==> config.mk <==
export PLATFORM = sky130hd
export DESIGN_NAME = decode_issue_flat
export DESIGN_NICKNAME = d
export VERILOG_FILES = /design/src/rtl/decode_issue_if.sv /design/src/rtl/decode_issue.sv /design/src/flat_wrapper.sv
export SDC_FILE = /design/constraint.sdc
export NUM_CORES = 1
export LEC_CHECK = 0
export BUFFER_PORTS_ARGS = -buffer_cell sky130_fd_sc_hd__buf_4
export CAP_MARGIN = 20
export CORE_MARGIN = 2
export CORE_UTILIZATION = 30
export CTS_BUF_LIST = sky130_fd_sc_hd__clkbuf_16
export DETAILED_ROUTE_END_ITERATION = 8
export GPL_TIMING_DRIVEN = 1
export SLEW_MARGIN = 10
export SYNTH_ARGS = -nofsm -noshare
export SYNTH_HDL_FRONTEND = slang
export SYNTH_SLANG_ARGS = --single-unit
==> constraint.sdc <==
create_clock -name clk -period 4.5 [get_ports clk]
set_input_delay 0.675 -clock clk [delete_from_list [all_inputs] [get_ports clk]]
set_output_delay 0.675 -clock clk [all_outputs]
set_load 0.03 [all_outputs]
==> src/rtl/decode_issue_if.sv <==
// ---------------------------------------------------------------------------
// decode_issue_if.sv
// Handshake bundles around the decode stage.
//
// decode_in_if  : fetch/expander -> decode
//   in_valid, in_inst[31:0], in_pc[XLEN-1:0], in_compressed  (master drives)
//   in_ready                                                  (slave drives)
// decode_out_if : decode -> execute
//   out_valid plus the decoded payload (op strobes, imm, operand controls,
//   register indices, pc, compressed flag, illegal flag)      (master drives)
//   out_ready                                                 (slave drives)
// ---------------------------------------------------------------------------
interface decode_in_if #(parameter int XLEN = 64);
    logic            in_valid;
    logic            in_ready;
    logic [31:0]     in_inst;
    logic [XLEN-1:0] in_pc;
    logic            in_compressed;

    modport master (output in_valid, in_inst, in_pc, in_compressed, input in_ready);
    modport slave  (input in_valid, in_inst, in_pc, in_compressed, output in_ready);
endinterface

interface decode_out_if #(parameter int XLEN = 64);
    logic            out_valid;
    logic            out_ready;
    logic [17:0]     out_alu_ops;
    logic [7:0]      out_bj_ops;
    logic [10:0]     out_io_ops;
    logic [XLEN-1:0] out_imm;
    logic            out_with_imm;
    logic [4:0]      out_rs1;
    logic [4:0]      out_rs2;
    logic [4:0]      out_rd;
    logic [XLEN-1:0] out_pc;
    logic            out_compressed;
    logic            out_illegal;

    modport master (output out_valid, out_alu_ops, out_bj_ops, out_io_ops, out_imm,
                    out_with_imm, out_rs1, out_rs2, out_rd, out_pc, out_compressed,
                    out_illegal, input out_ready);
    modport slave  (input out_valid, out_alu_ops, out_bj_ops, out_io_ops, out_imm,
                    out_with_imm, out_rs1, out_rs2, out_rd, out_pc, out_compressed,
                    out_illegal, output out_ready);
endinterface

==> src/rtl/decode_issue.sv <==
// ---------------------------------------------------------------------------
// decode_issue.sv
// Decodes one RV64IMA instruction per cycle into one-hot op strobes, operand
// controls and a sign-extended immediate, and registers the result into the
// decode->execute pipeline register (latency 1).
//
// Ports
//   clk, rst_n : clock, asynchronous active-low reset
//   flush      : kills the held payload and any instruction offered this cycle
//   in_if      : decode_in_if.slave   (instruction from fetch/expander)
//   out_if     : decode_out_if.master (decoded payload to execute)
//
// Build option
//   DECODE_SKID_EN : adds a second (skid) entry so in_ready comes straight
//                    from a flop instead of combinationally from out_ready.
// ---------------------------------------------------------------------------
module decode_issue #(
    parameter int XLEN = 64
) (
    input  logic         clk,
    input  logic         rst_n,
    input  logic         flush,
    decode_in_if.slave   in_if,
    decode_out_if.master out_if
);
    // alu_ops / bj_ops / io_ops bit positions
    localparam int ADD = 0, SUB = 1, SLT = 2, AND_ = 3, OR_ = 4, XOR_ = 5, SLL = 6, SRL = 7,
                   SRA = 8, LUI = 9, AUIPC = 10, MUL = 11, MULH = 12, MULHSU = 13, DIV = 14,
                   REM = 15, UNS = 16, WORD = 17;
    localparam int BEQ = 0, BNE = 1, BLT = 2, BGE = 3, BLTU = 4, BGEU = 5, JAL = 6, JALR = 7;
    localparam int A_ADD = 0, A_MIN = 1, A_MAX = 2, A_MINU = 3, A_MAXU = 4, A_XOR = 5,
                   A_OR = 6, A_AND = 7, A_SWAP = 8, LOAD = 9, STORE = 10;

    localparam logic [6:0] OPC_LUI = 7'b0110111, OPC_AUIPC = 7'b0010111, OPC_JAL = 7'b1101111,
                           OPC_JALR = 7'b1100111, OPC_BRANCH = 7'b1100011, OPC_LOAD = 7'b0000011,
                           OPC_STORE = 7'b0100011, OPC_OPIMM = 7'b0010011, OPC_OPIMM32 = 7'b0011011,
                           OPC_OP = 7'b0110011, OPC_OP32 = 7'b0111011, OPC_AMO = 7'b0101111;

    typedef struct packed {
        logic [17:0]     alu;
        logic [7:0]      bj;
        logic [10:0]     io;
        logic [XLEN-1:0] imm;
        logic            with_imm;
        logic [4:0]      rs1;
        logic [4:0]      rs2;
        logic [4:0]      rd;
        logic [XLEN-1:0] pc;
        logic            compressed;
        logic            illegal;
    } payload_t;

    logic [31:0]     inst;
    logic [6:0]      opc;
    logic [2:0]      f3;
    logic [6:0]      f7;
    logic [XLEN-1:0] imm_i, imm_s, imm_b, imm_u, imm_j, shamt6, shamt5;

    assign inst   = in_if.in_inst;
    assign opc    = inst[6:0];
    assign f3     = inst[14:12];
    assign f7     = inst[31:25];
    assign imm_i  = {{(XLEN-12){inst[31]}}, inst[31:20]};
    assign imm_s  = {{(XLEN-12){inst[31]}}, inst[31:25], inst[11:7]};
    assign imm_b  = {{(XLEN-13){inst[31]}}, inst[31], inst[7], inst[30:25], inst[11:8], 1'b0};
    assign imm_u  = {{(XLEN-32){inst[31]}}, inst[31:12], 12'b0};
    assign imm_j  = {{(XLEN-21){inst[31]}}, inst[31], inst[19:12], inst[20], inst[30:21], 1'b0};
    assign shamt6 = {{(XLEN-6){1'b0}}, inst[25:20]};
    assign shamt5 = {{(XLEN-5){1'b0}}, inst[24:20]};

    logic [17:0]     alu;
    logic [7:0]      bj;
    logic [10:0]     io;
    logic [XLEN-1:0] imm;
    logic            with_imm, use_rs1, use_rs2, use_rd, illegal;
    payload_t        dec;

    always_comb begin
        alu = '0; bj = '0; io = '0; imm = '0;
        with_imm = 1'b0; use_rs1 = 1'b0; use_rs2 = 1'b0; use_rd = 1'b0; illegal = 1'b0;
        if (inst[1:0] != 2'b11) begin
            illegal = 1'b1;
        end else begin
            case (opc)
                OPC_LUI:   begin alu[LUI] = 1'b1; imm = imm_u; with_imm = 1'b1; use_rd = 1'b1; end
                OPC_AUIPC: begin alu[AUIPC] = 1'b1; imm = imm_u; with_imm = 1'b1; use_rd = 1'b1; end
                OPC_JAL:   begin bj[JAL] = 1'b1; imm = imm_j; with_imm = 1'b1; use_rd = 1'b1; end
                OPC_JALR: begin
                    bj[JALR] = 1'b1; imm = imm_i; with_imm = 1'b1; use_rs1 = 1'b1; use_rd = 1'b1;
                    illegal = (f3 != 3'd0);
                end
                OPC_BRANCH: begin
                    imm = imm_b; use_rs1 = 1'b1; use_rs2 = 1'b1;
                    case (f3)
                        3'd0: bj[BEQ] = 1'b1;
                        3'd1: bj[BNE] = 1'b1;
                        3'd4: bj[BLT] = 1'b1;
                        3'd5: bj[BGE] = 1'b1;
                        3'd6: begin bj[BLTU] = 1'b1; alu[UNS] = 1'b1; end
                        3'd7: begin bj[BGEU] = 1'b1; alu[UNS] = 1'b1; end
                        default: illegal = 1'b1;
                    endcase
                end
                // Loads/stores reuse the adder for the address; io bit tells execute which.
                OPC_LOAD: begin
                    alu[ADD] = 1'b1; io[LOAD] = 1'b1; imm = imm_i; with_imm = 1'b1;
                    use_rs1 = 1'b1; use_rd = 1'b1; illegal = (f3 == 3'd7);
                end
                OPC_STORE: begin
                    alu[ADD] = 1'b1; io[STORE] = 1'b1; imm = imm_s; with_imm = 1'b1;
                    use_rs1 = 1'b1; use_rs2 = 1'b1; illegal = f3[2];
                end
                OPC_OPIMM, OPC_OPIMM32: begin
                    imm = imm_i; with_imm = 1'b1; use_rs1 = 1'b1; use_rd = 1'b1;
                    alu[WORD] = (opc == OPC_OPIMM32);
                    case (f3)
                        3'd0: alu[ADD] = 1'b1;
                        3'd1: begin
                            alu[SLL] = 1'b1;
                            imm = alu[WORD] ? shamt5 : shamt6;
                            illegal = alu[WORD] ? (f7 != 7'h00) : (inst[31:26] != 6'h00);
                        end
                        3'd5: begin
                            alu[SRL] = ~inst[30]; alu[SRA] = inst[30];
                            imm = alu[WORD] ? shamt5 : shamt6;
                            illegal = alu[WORD] ? ({f7[6], f7[4:0]} != 6'h00)
                                                : ({inst[31], inst[29:26]} != 5'h00);
                        end
                        3'd2: begin alu[SLT] = 1'b1; illegal = alu[WORD]; end
                        3'd3: begin alu[SLT] = 1'b1; alu[UNS] = 1'b1; illegal = alu[WORD]; end
                        3'd4: begin alu[XOR_] = 1'b1; illegal = alu[WORD]; end
                        3'd6: begin alu[OR_] = 1'b1; illegal = alu[WORD]; end
                        default: begin alu[AND_] = 1'b1; illegal = alu[WORD]; end
                    endcase
                end
                OPC_OP, OPC_OP32: begin
                    use_rs1 = 1'b1; use_rs2 = 1'b1; use_rd = 1'b1;
                    alu[WORD] = (opc == OPC_OP32);
                    case ({f7, f3})
                        {7'h00, 3'd0}: alu[ADD] = 1'b1;
                        {7'h20, 3'd0}: alu[SUB] = 1'b1;
                        {7'h00, 3'd1}: alu[SLL] = 1'b1;
                        {7'h00, 3'd5}: alu[SRL] = 1'b1;
                        {7'h20, 3'd5}: alu[SRA] = 1'b1;
                        {7'h01, 3'd0}: alu[MUL] = 1'b1;
                        {7'h01, 3'd4}: alu[DIV] = 1'b1;
                        {7'h01, 3'd5}: begin alu[DIV] = 1'b1; alu[UNS] = 1'b1; end
                        {7'h01, 3'd6}: alu[REM] = 1'b1;
                        {7'h01, 3'd7}: begin alu[REM] = 1'b1; alu[UNS] = 1'b1; end
                        // The remaining encodings have no *W form.
                        {7'h00, 3'd2}: begin alu[SLT] = 1'b1; illegal = alu[WORD]; end
                        {7'h00, 3'd3}: begin alu[SLT] = 1'b1; alu[UNS] = 1'b1; illegal = alu[WORD]; end
                        {7'h00, 3'd4}: begin alu[XOR_] = 1'b1; illegal = alu[WORD]; end
                        {7'h00, 3'd6}: begin alu[OR_] = 1'b1; illegal = alu[WORD]; end
                        {7'h00, 3'd7}: begin alu[AND_] = 1'b1; illegal = alu[WORD]; end
                        {7'h01, 3'd1}: begin alu[MULH] = 1'b1; illegal = alu[WORD]; end
                        {7'h01, 3'd2}: begin alu[MULHSU] = 1'b1; illegal = alu[WORD]; end
                        {7'h01, 3'd3}: begin alu[MULH] = 1'b1; alu[UNS] = 1'b1; illegal = alu[WORD]; end
                        default: illegal = 1'b1;
                    endcase
                end
                // LR/SC (funct5 00010/00011) are not handled here and fall into default.
                OPC_AMO: begin
                    use_rs1 = 1'b1; use_rs2 = 1'b1; use_rd = 1'b1;
                    alu[WORD] = (f3 == 3'd2);
                    illegal = (f3 != 3'd2) && (f3 != 3'd3);
                    case (inst[31:27])
                        5'b00000: io[A_ADD]  = 1'b1;
                        5'b00001: io[A_SWAP] = 1'b1;
                        5'b00100: io[A_XOR]  = 1'b1;
                        5'b01000: io[A_OR]   = 1'b1;
                        5'b01100: io[A_AND]  = 1'b1;
                        5'b10000: io[A_MIN]  = 1'b1;
                        5'b10100: io[A_MAX]  = 1'b1;
                        5'b11000: io[A_MINU] = 1'b1;
                        5'b11100: io[A_MAXU] = 1'b1;
                        default:  illegal = 1'b1;
                    endcase
                end
                default: illegal = 1'b1;
            endcase
        end
        // An illegal instruction carries no operation, operands or immediate.
        if (illegal) begin
            alu = '0; bj = '0; io = '0; imm = '0;
            with_imm = 1'b0; use_rs1 = 1'b0; use_rs2 = 1'b0; use_rd = 1'b0;
        end
        dec.alu        = alu;
        dec.bj         = bj;
        dec.io         = io;
        dec.imm        = imm;
        dec.with_imm   = with_imm;
        dec.rs1        = use_rs1 ? inst[19:15] : 5'd0;
        dec.rs2        = use_rs2 ? inst[24:20] : 5'd0;
        dec.rd         = use_rd ? inst[11:7] : 5'd0;
        dec.pc         = in_if.in_pc;
        dec.compressed = in_if.in_compressed;
        dec.illegal    = illegal;
    end

    // ---------------- pipeline register(s) ----------------
    logic     out_valid_q, out_valid_d;
    payload_t out_q, out_d;
    logic     in_ready, accept, pop;

    assign accept = in_if.in_valid & in_ready & ~flush;
    assign pop    = out_valid_q & out_if.out_ready;

`ifdef DECODE_SKID_EN
    logic     skid_valid_q, skid_valid_d;
    payload_t skid_q, skid_d;

    // Registered ready: while the skid entry is free one more instruction can
    // always be absorbed, even if execute stalls in the same cycle.
    assign in_ready = ~skid_valid_q;

    always_comb begin
        out_valid_d  = out_valid_q;
        out_d        = out_q;
        skid_valid_d = skid_valid_q;
        skid_d       = skid_q;
        if (flush) begin
            out_valid_d  = 1'b0;
            skid_valid_d = 1'b0;
        end else if (!out_valid_q || pop) begin
            if (skid_valid_q) begin
                out_valid_d  = 1'b1;
                out_d        = skid_q;
                skid_valid_d = 1'b0;
            end else begin
                out_valid_d = accept;
                if (accept) out_d = dec;
            end
        end else if (accept) begin
            skid_valid_d = 1'b1;
            skid_d       = dec;
        end
    end

    always_ff @(posedge clk or negedge rst_n) begin
        if (!rst_n) begin
            skid_valid_q <= 1'b0;
            skid_q       <= '0;
        end else begin
            skid_valid_q <= skid_valid_d;
            skid_q       <= skid_d;
        end
    end
`else
    assign in_ready = ~out_valid_q | out_if.out_ready;

    always_comb begin
        out_valid_d = out_valid_q;
        out_d       = out_q;
        if (flush) begin
            out_valid_d = 1'b0;
        end else if (accept) begin
            out_valid_d = 1'b1;
            out_d       = dec;
        end else if (pop) begin
            out_valid_d = 1'b0;
        end
    end
`endif

    always_ff @(posedge clk or negedge rst_n) begin
        if (!rst_n) begin
            out_valid_q <= 1'b0;
            out_q       <= '0;
        end else begin
            out_valid_q <= out_valid_d;
            out_q       <= out_d;
        end
    end

    assign in_if.in_ready        = in_ready;
    assign out_if.out_valid      = out_valid_q;
    assign out_if.out_alu_ops    = out_q.alu;
    assign out_if.out_bj_ops     = out_q.bj;
    assign out_if.out_io_ops     = out_q.io;
    assign out_if.out_imm        = out_q.imm;
    assign out_if.out_with_imm   = out_q.with_imm;
    assign out_if.out_rs1        = out_q.rs1;
    assign out_if.out_rs2        = out_q.rs2;
    assign out_if.out_rd         = out_q.rd;
    assign out_if.out_pc         = out_q.pc;
    assign out_if.out_compressed = out_q.compressed;
    assign out_if.out_illegal    = out_q.illegal;
endmodule

==> src/flat_wrapper.sv <==
// flat-port wrapper written by rule: the top's interface ports become plain ports
module decode_issue_flat 
#(
    parameter int XLEN = 64
)
  (clk, rst_n, flush, in_if_in_valid, in_if_in_inst, in_if_in_pc, in_if_in_compressed, in_if_in_ready, out_if_out_valid, out_if_out_alu_ops, out_if_out_bj_ops, out_if_out_io_ops, out_if_out_imm, out_if_out_with_imm, out_if_out_rs1, out_if_out_rs2, out_if_out_rd, out_if_out_pc, out_if_out_compressed, out_if_out_illegal, out_if_out_ready);
  decode_in_if #(.XLEN(XLEN)) in_if_i ();
  decode_out_if #(.XLEN(XLEN)) out_if_i ();
  input  logic clk;
  input  logic rst_n;
  input  logic flush;
  input wire logic [$bits(in_if_i.in_valid)-1:0] in_if_in_valid;
  input wire logic [$bits(in_if_i.in_inst)-1:0] in_if_in_inst;
  input wire logic [$bits(in_if_i.in_pc)-1:0] in_if_in_pc;
  input wire logic [$bits(in_if_i.in_compressed)-1:0] in_if_in_compressed;
  output wire logic [$bits(in_if_i.in_ready)-1:0] in_if_in_ready;
  output wire logic [$bits(out_if_i.out_valid)-1:0] out_if_out_valid;
  output wire logic [$bits(out_if_i.out_alu_ops)-1:0] out_if_out_alu_ops;
  output wire logic [$bits(out_if_i.out_bj_ops)-1:0] out_if_out_bj_ops;
  output wire logic [$bits(out_if_i.out_io_ops)-1:0] out_if_out_io_ops;
  output wire logic [$bits(out_if_i.out_imm)-1:0] out_if_out_imm;
  output wire logic [$bits(out_if_i.out_with_imm)-1:0] out_if_out_with_imm;
  output wire logic [$bits(out_if_i.out_rs1)-1:0] out_if_out_rs1;
  output wire logic [$bits(out_if_i.out_rs2)-1:0] out_if_out_rs2;
  output wire logic [$bits(out_if_i.out_rd)-1:0] out_if_out_rd;
  output wire logic [$bits(out_if_i.out_pc)-1:0] out_if_out_pc;
  output wire logic [$bits(out_if_i.out_compressed)-1:0] out_if_out_compressed;
  output wire logic [$bits(out_if_i.out_illegal)-1:0] out_if_out_illegal;
  input wire logic [$bits(out_if_i.out_ready)-1:0] out_if_out_ready;
  assign in_if_i.in_valid = in_if_in_valid;
  assign in_if_i.in_inst = in_if_in_inst;
  assign in_if_i.in_pc = in_if_in_pc;
  assign in_if_i.in_compressed = in_if_in_compressed;
  assign in_if_in_ready = in_if_i.in_ready;
  assign out_if_out_valid = out_if_i.out_valid;
  assign out_if_out_alu_ops = out_if_i.out_alu_ops;
  assign out_if_out_bj_ops = out_if_i.out_bj_ops;
  assign out_if_out_io_ops = out_if_i.out_io_ops;
  assign out_if_out_imm = out_if_i.out_imm;
  assign out_if_out_with_imm = out_if_i.out_with_imm;
  assign out_if_out_rs1 = out_if_i.out_rs1;
  assign out_if_out_rs2 = out_if_i.out_rs2;
  assign out_if_out_rd = out_if_i.out_rd;
  assign out_if_out_pc = out_if_i.out_pc;
  assign out_if_out_compressed = out_if_i.out_compressed;
  assign out_if_out_illegal = out_if_i.out_illegal;
  assign out_if_i.out_ready = out_if_out_ready;
  decode_issue #(.XLEN(XLEN)) u_core (.clk(clk), .rst_n(rst_n), .flush(flush), .in_if(in_if_i), .out_if(out_if_i));
endmodule
==> flow_summary.toml <==
[status]
status = "complete, no violations"

[pwr]
power_density_nw_per_um2 = 361
p_comb_share_pct = 18.6
switching_share_pct = 31.2
p_clk_share_pct = 39.6
p_sw_w = 0.00112
cellLeakagePower_nw = 4.91
p_int_w = 0.00247
seqPwrFrac_pct = 41.8
vdd_drop_max_uv = 183

[layout]
num_antenna_cells = 0
syn_to_final_growth_pct = 38.0
drive_gt1_share_pct = 34.0
layout.nets = 1128

[placement]
dp_hpwl_um = 17200
place_ws_ns = 0.898
place_congestion = 0.899
port_buffers = 286

[worst_setup_path]
required_ns = 4.79
path_cells = "buf_4, nand2b_1, or4_4, o22a_2, nand4_4, buf_12, o21ai_0"
arrival_ns = 2.87
start_kind = "input port"
max_stage_delay_ns = 0.60
reg2reg_slack_ns = 2.11
critPathCaptureType = "register"
criticalPathCategory = "input port to register"
critPathTopFamily = "simple AND/OR/NAND/NOR gates"
critical_path_buf_inv_count = 2
critPathSlowestCell = "or4_4"
cp_max_fo = 54

[drt]
drtPass1Iterations = 5
drt-initial-drc-count = 600
viasPerCell = 4.87
num_vias = 6607
drc = 0
ant_nets = 0
wl_per_cell_um = 17.8
wl_um = 24100

[clocking]
clock_latency_ns = 0.42
postCtsHoldBufs = 0
cts_resized = 0
cts-buffers-inserted = 17
cts_tree = "built"
clock_sinks = 152
clkTransAtPathRegs_ns = 0.06
clockRootBuffer = "clkbuf_16"
cts_setup_buffers = 0
h-tree-depth = 4
cts_buffer_depth = 2

[logic_synthesis]
ys_async_sr_fraction_pct = 100
synthCells = 802
yosysSeqAreaShare_pct = 52.8
ys_types = 55
syn_nets = 904
syn_area_um2 = 7210
syn_avg_cell_area_um2 = 8.99
synth-edff-count = 0
synth_warnings = 0
synth_seq_cells = 152
synthFlopType = "dfrtp_1"

[die]
dieHeight_um = 159
initial_core_util_pct = 30.6
row_count = 56
core_area_um2 = 23500
ioPinCount = 287
die-area_um2 = 25300
die_w_um = 159

[global_route]
gr-total-overflow = 0
antenna_found_initial = 0
grt_pass1_vias = 6386
grt_pass1_wl_um = 38200
grt_start_max_net_pins = 160
grtUsageTotal_pct = 19.0

[sta]
slew_headroom_pct = 29.1
hold_viol_final = 0
setup_viol = 0
min_period_ns = 2.58
rsz0062_at_grt = "false"
holdWs_ns = 0.282
worstMarginPinSlew_ns = 1.06
fin_ws_ns = 1.92
post-route-period-util_pct = 57.4
drv_slew = 0
fmax_mhz = 387
setup_tns_ns = 0
finalClockSkew_ns = 0.0110

[worst_hold_path]
hold_path_class = "input port to asynchronous set/reset pin"

[run]
drv_cap = 0
==> cell usage after synthesis (all sizes together) (2+ instances only) <==
cell type	count	area share, %
o21ai	33	2.3
or2	2	0.17
o31ai	52	6.4
dfrtp	152	53
a32oi	4	0.49
or4b	2	0.33
a31oi	15	1.8
o21a	2	0.21
nor2	15	0.78
or3	6	0.52
nand4	20	1.8
clkbuf	40	2.1
a22oi	5	0.52
a211oi	2	0.21
nand3b	2	0.21
nand3	16	1.1
nand2	306	16
inv	7	0.36
o41ai	7	0.85
nand2b	9	0.78
nor3	10	0.69
or4	2	0.26
nor4	2	0.26
nor3b	2	0.21
buf	51	5.1
a21o	2	0.21
a21oi	16	1.1
o22a	3	0.38
nor2b	4	0.35
==> through the flow <==
step           util [%]  std cells  power (W)  instance area [um^2]
2_1_floorplan         -        802    0.00188                  7210
3_3_place_gp       39.6       1323    0.00219                  9310
3_5_place_dp       39.6       1324    0.00220                  9320
4_1_cts            42.1       1356    0.00363                  9900
5_1_grt            42.3       1358    0.00375                  9950
6_report           42.3       1358    0.00359                  9950
==> state kept, by name, summed over array words and instances, names as in the netlist <==
signal / count
u_core.out_if.out_rs2: 5
u_core.out_if.out_with_imm: 1
u_core.out_if.out_alu_ops: 18
u_core.out_if.out_pc: 64
u_core.out_if.out_imm: 32
u_core.out_if.out_bj_ops: 8
u_core.out_if.out_rs1: 5
u_core.out_if.out_rd: 5
u_core.out_if.out_valid: 1
u_core.out_if.out_compressed: 1
u_core.out_if.out_illegal: 1
u_core.out_if.out_io_ops: 11
==> layout make-up <==
type                       count  area (um^2)
timing repair buffer         296         2270
sequential                   152         3800
tap                          319          399
inverter                       7         26.3
fill                        2392        13600
clock buffer                  17          425
clock inverter                15          154
multi-input combinational    552         2870
==> power by group through the flow <==
stage | Clock (W) | Sequential, W | Combinational [W]
6_report | 0.00142 | 0.00150 | 0.000666
2_1_floorplan | 0 | 0.00170 | 0.000180
3_3_place_gp | 0 | 0.00152 | 0.000667
3_5_place_dp | 0 | 0.00153 | 0.000670
5_1_grt | 0.00152 | 0.00151 | 0.000716
4_1_cts | 0.00146 | 0.00150 | 0.000671
==> path summary, 6_finish.rpt <==
| path | from | endpoint | depth (start not counted) |
|---|---|---|---|
| worst max-delay path | in_if_in_inst[6] | u_core.out_if.out_with_imm | 7 |
| worst min-delay path | rst_n | u_core.out_if.out_pc[34] | 1 |
| worst max register to register | u_core.out_if.out_valid | u_core.out_if.out_imm[15] | 7 |
| worst min register to register | u_core.out_if.out_pc[41] | u_core.out_if.out_pc[41] | 2 |
| max in group asynchronous | rst_n | u_core.out_if.out_bj_ops[5] | 2 |
| min in group clk | flush | u_core.out_if.out_valid | 2 |
==> layout by cell type, fill, tap and decap left out, types with 2 or more instances in the layout <==
master / netlist / layout
a211oi_1: 2 / 2
a21o_1: 2 / 2
a21oi_1: 16 / 16
a22oi_1: 5 / 5
a31oi_1: 12 / 12
a31oi_4: 2 / 2
a32oi_1: 4 / 4
buf_12: 0 / 2
buf_4: 36 / 292
clkbuf_16: 0 / 17
clkinv_4: 0 / 2
clkinvlp_4: 0 / 2
dfrtp_1: 152 / 152
inv_1: 7 / 7
inv_6: 0 / 6
inv_8: 0 / 3
nand2_1: 306 / 306
nand2b_1: 9 / 9
nand3_1: 16 / 16
nand3b_1: 2 / 2
nand4_1: 19 / 19
nor2_1: 15 / 15
nor2b_1: 4 / 4
nor3_1: 10 / 10
o21a_1: 2 / 2
o21ai_0: 33 / 33
o22a_1: 2 / 2
o31ai_1: 40 / 40
o31ai_2: 11 / 11
o41ai_1: 7 / 7
or2_2: 2 / 2
or3_1: 6 / 6
==> per-layer routing <==
layer | track usage [%] | up-vias | wire length [um]
met3 | 3.96 | 20 | 1540
met5 | 0 | - | 0
met2 | 31.1 | 280 | 11800
met4 | 4.01 | 0 | 247
li1 | - | 3150 | -
met1 | 26.2 | 3157 | 10600
==> logic make-up (layout without fill, tap and decap cells) <==
group / Yosys count / after routing / share of synthesized area (%)
AO/OA/AOI/OAI: 149 / 149 / 15.4
buffers and inverters: 98 / 335 / 7.60
flip-flops: 152 / 152 / 52.8
multiplexers: 1 / 1 / 0.139
AND/OR/NAND/NOR: 402 / 402 / 24.1
Note: power is estimated with default switching activity, not from simulation.
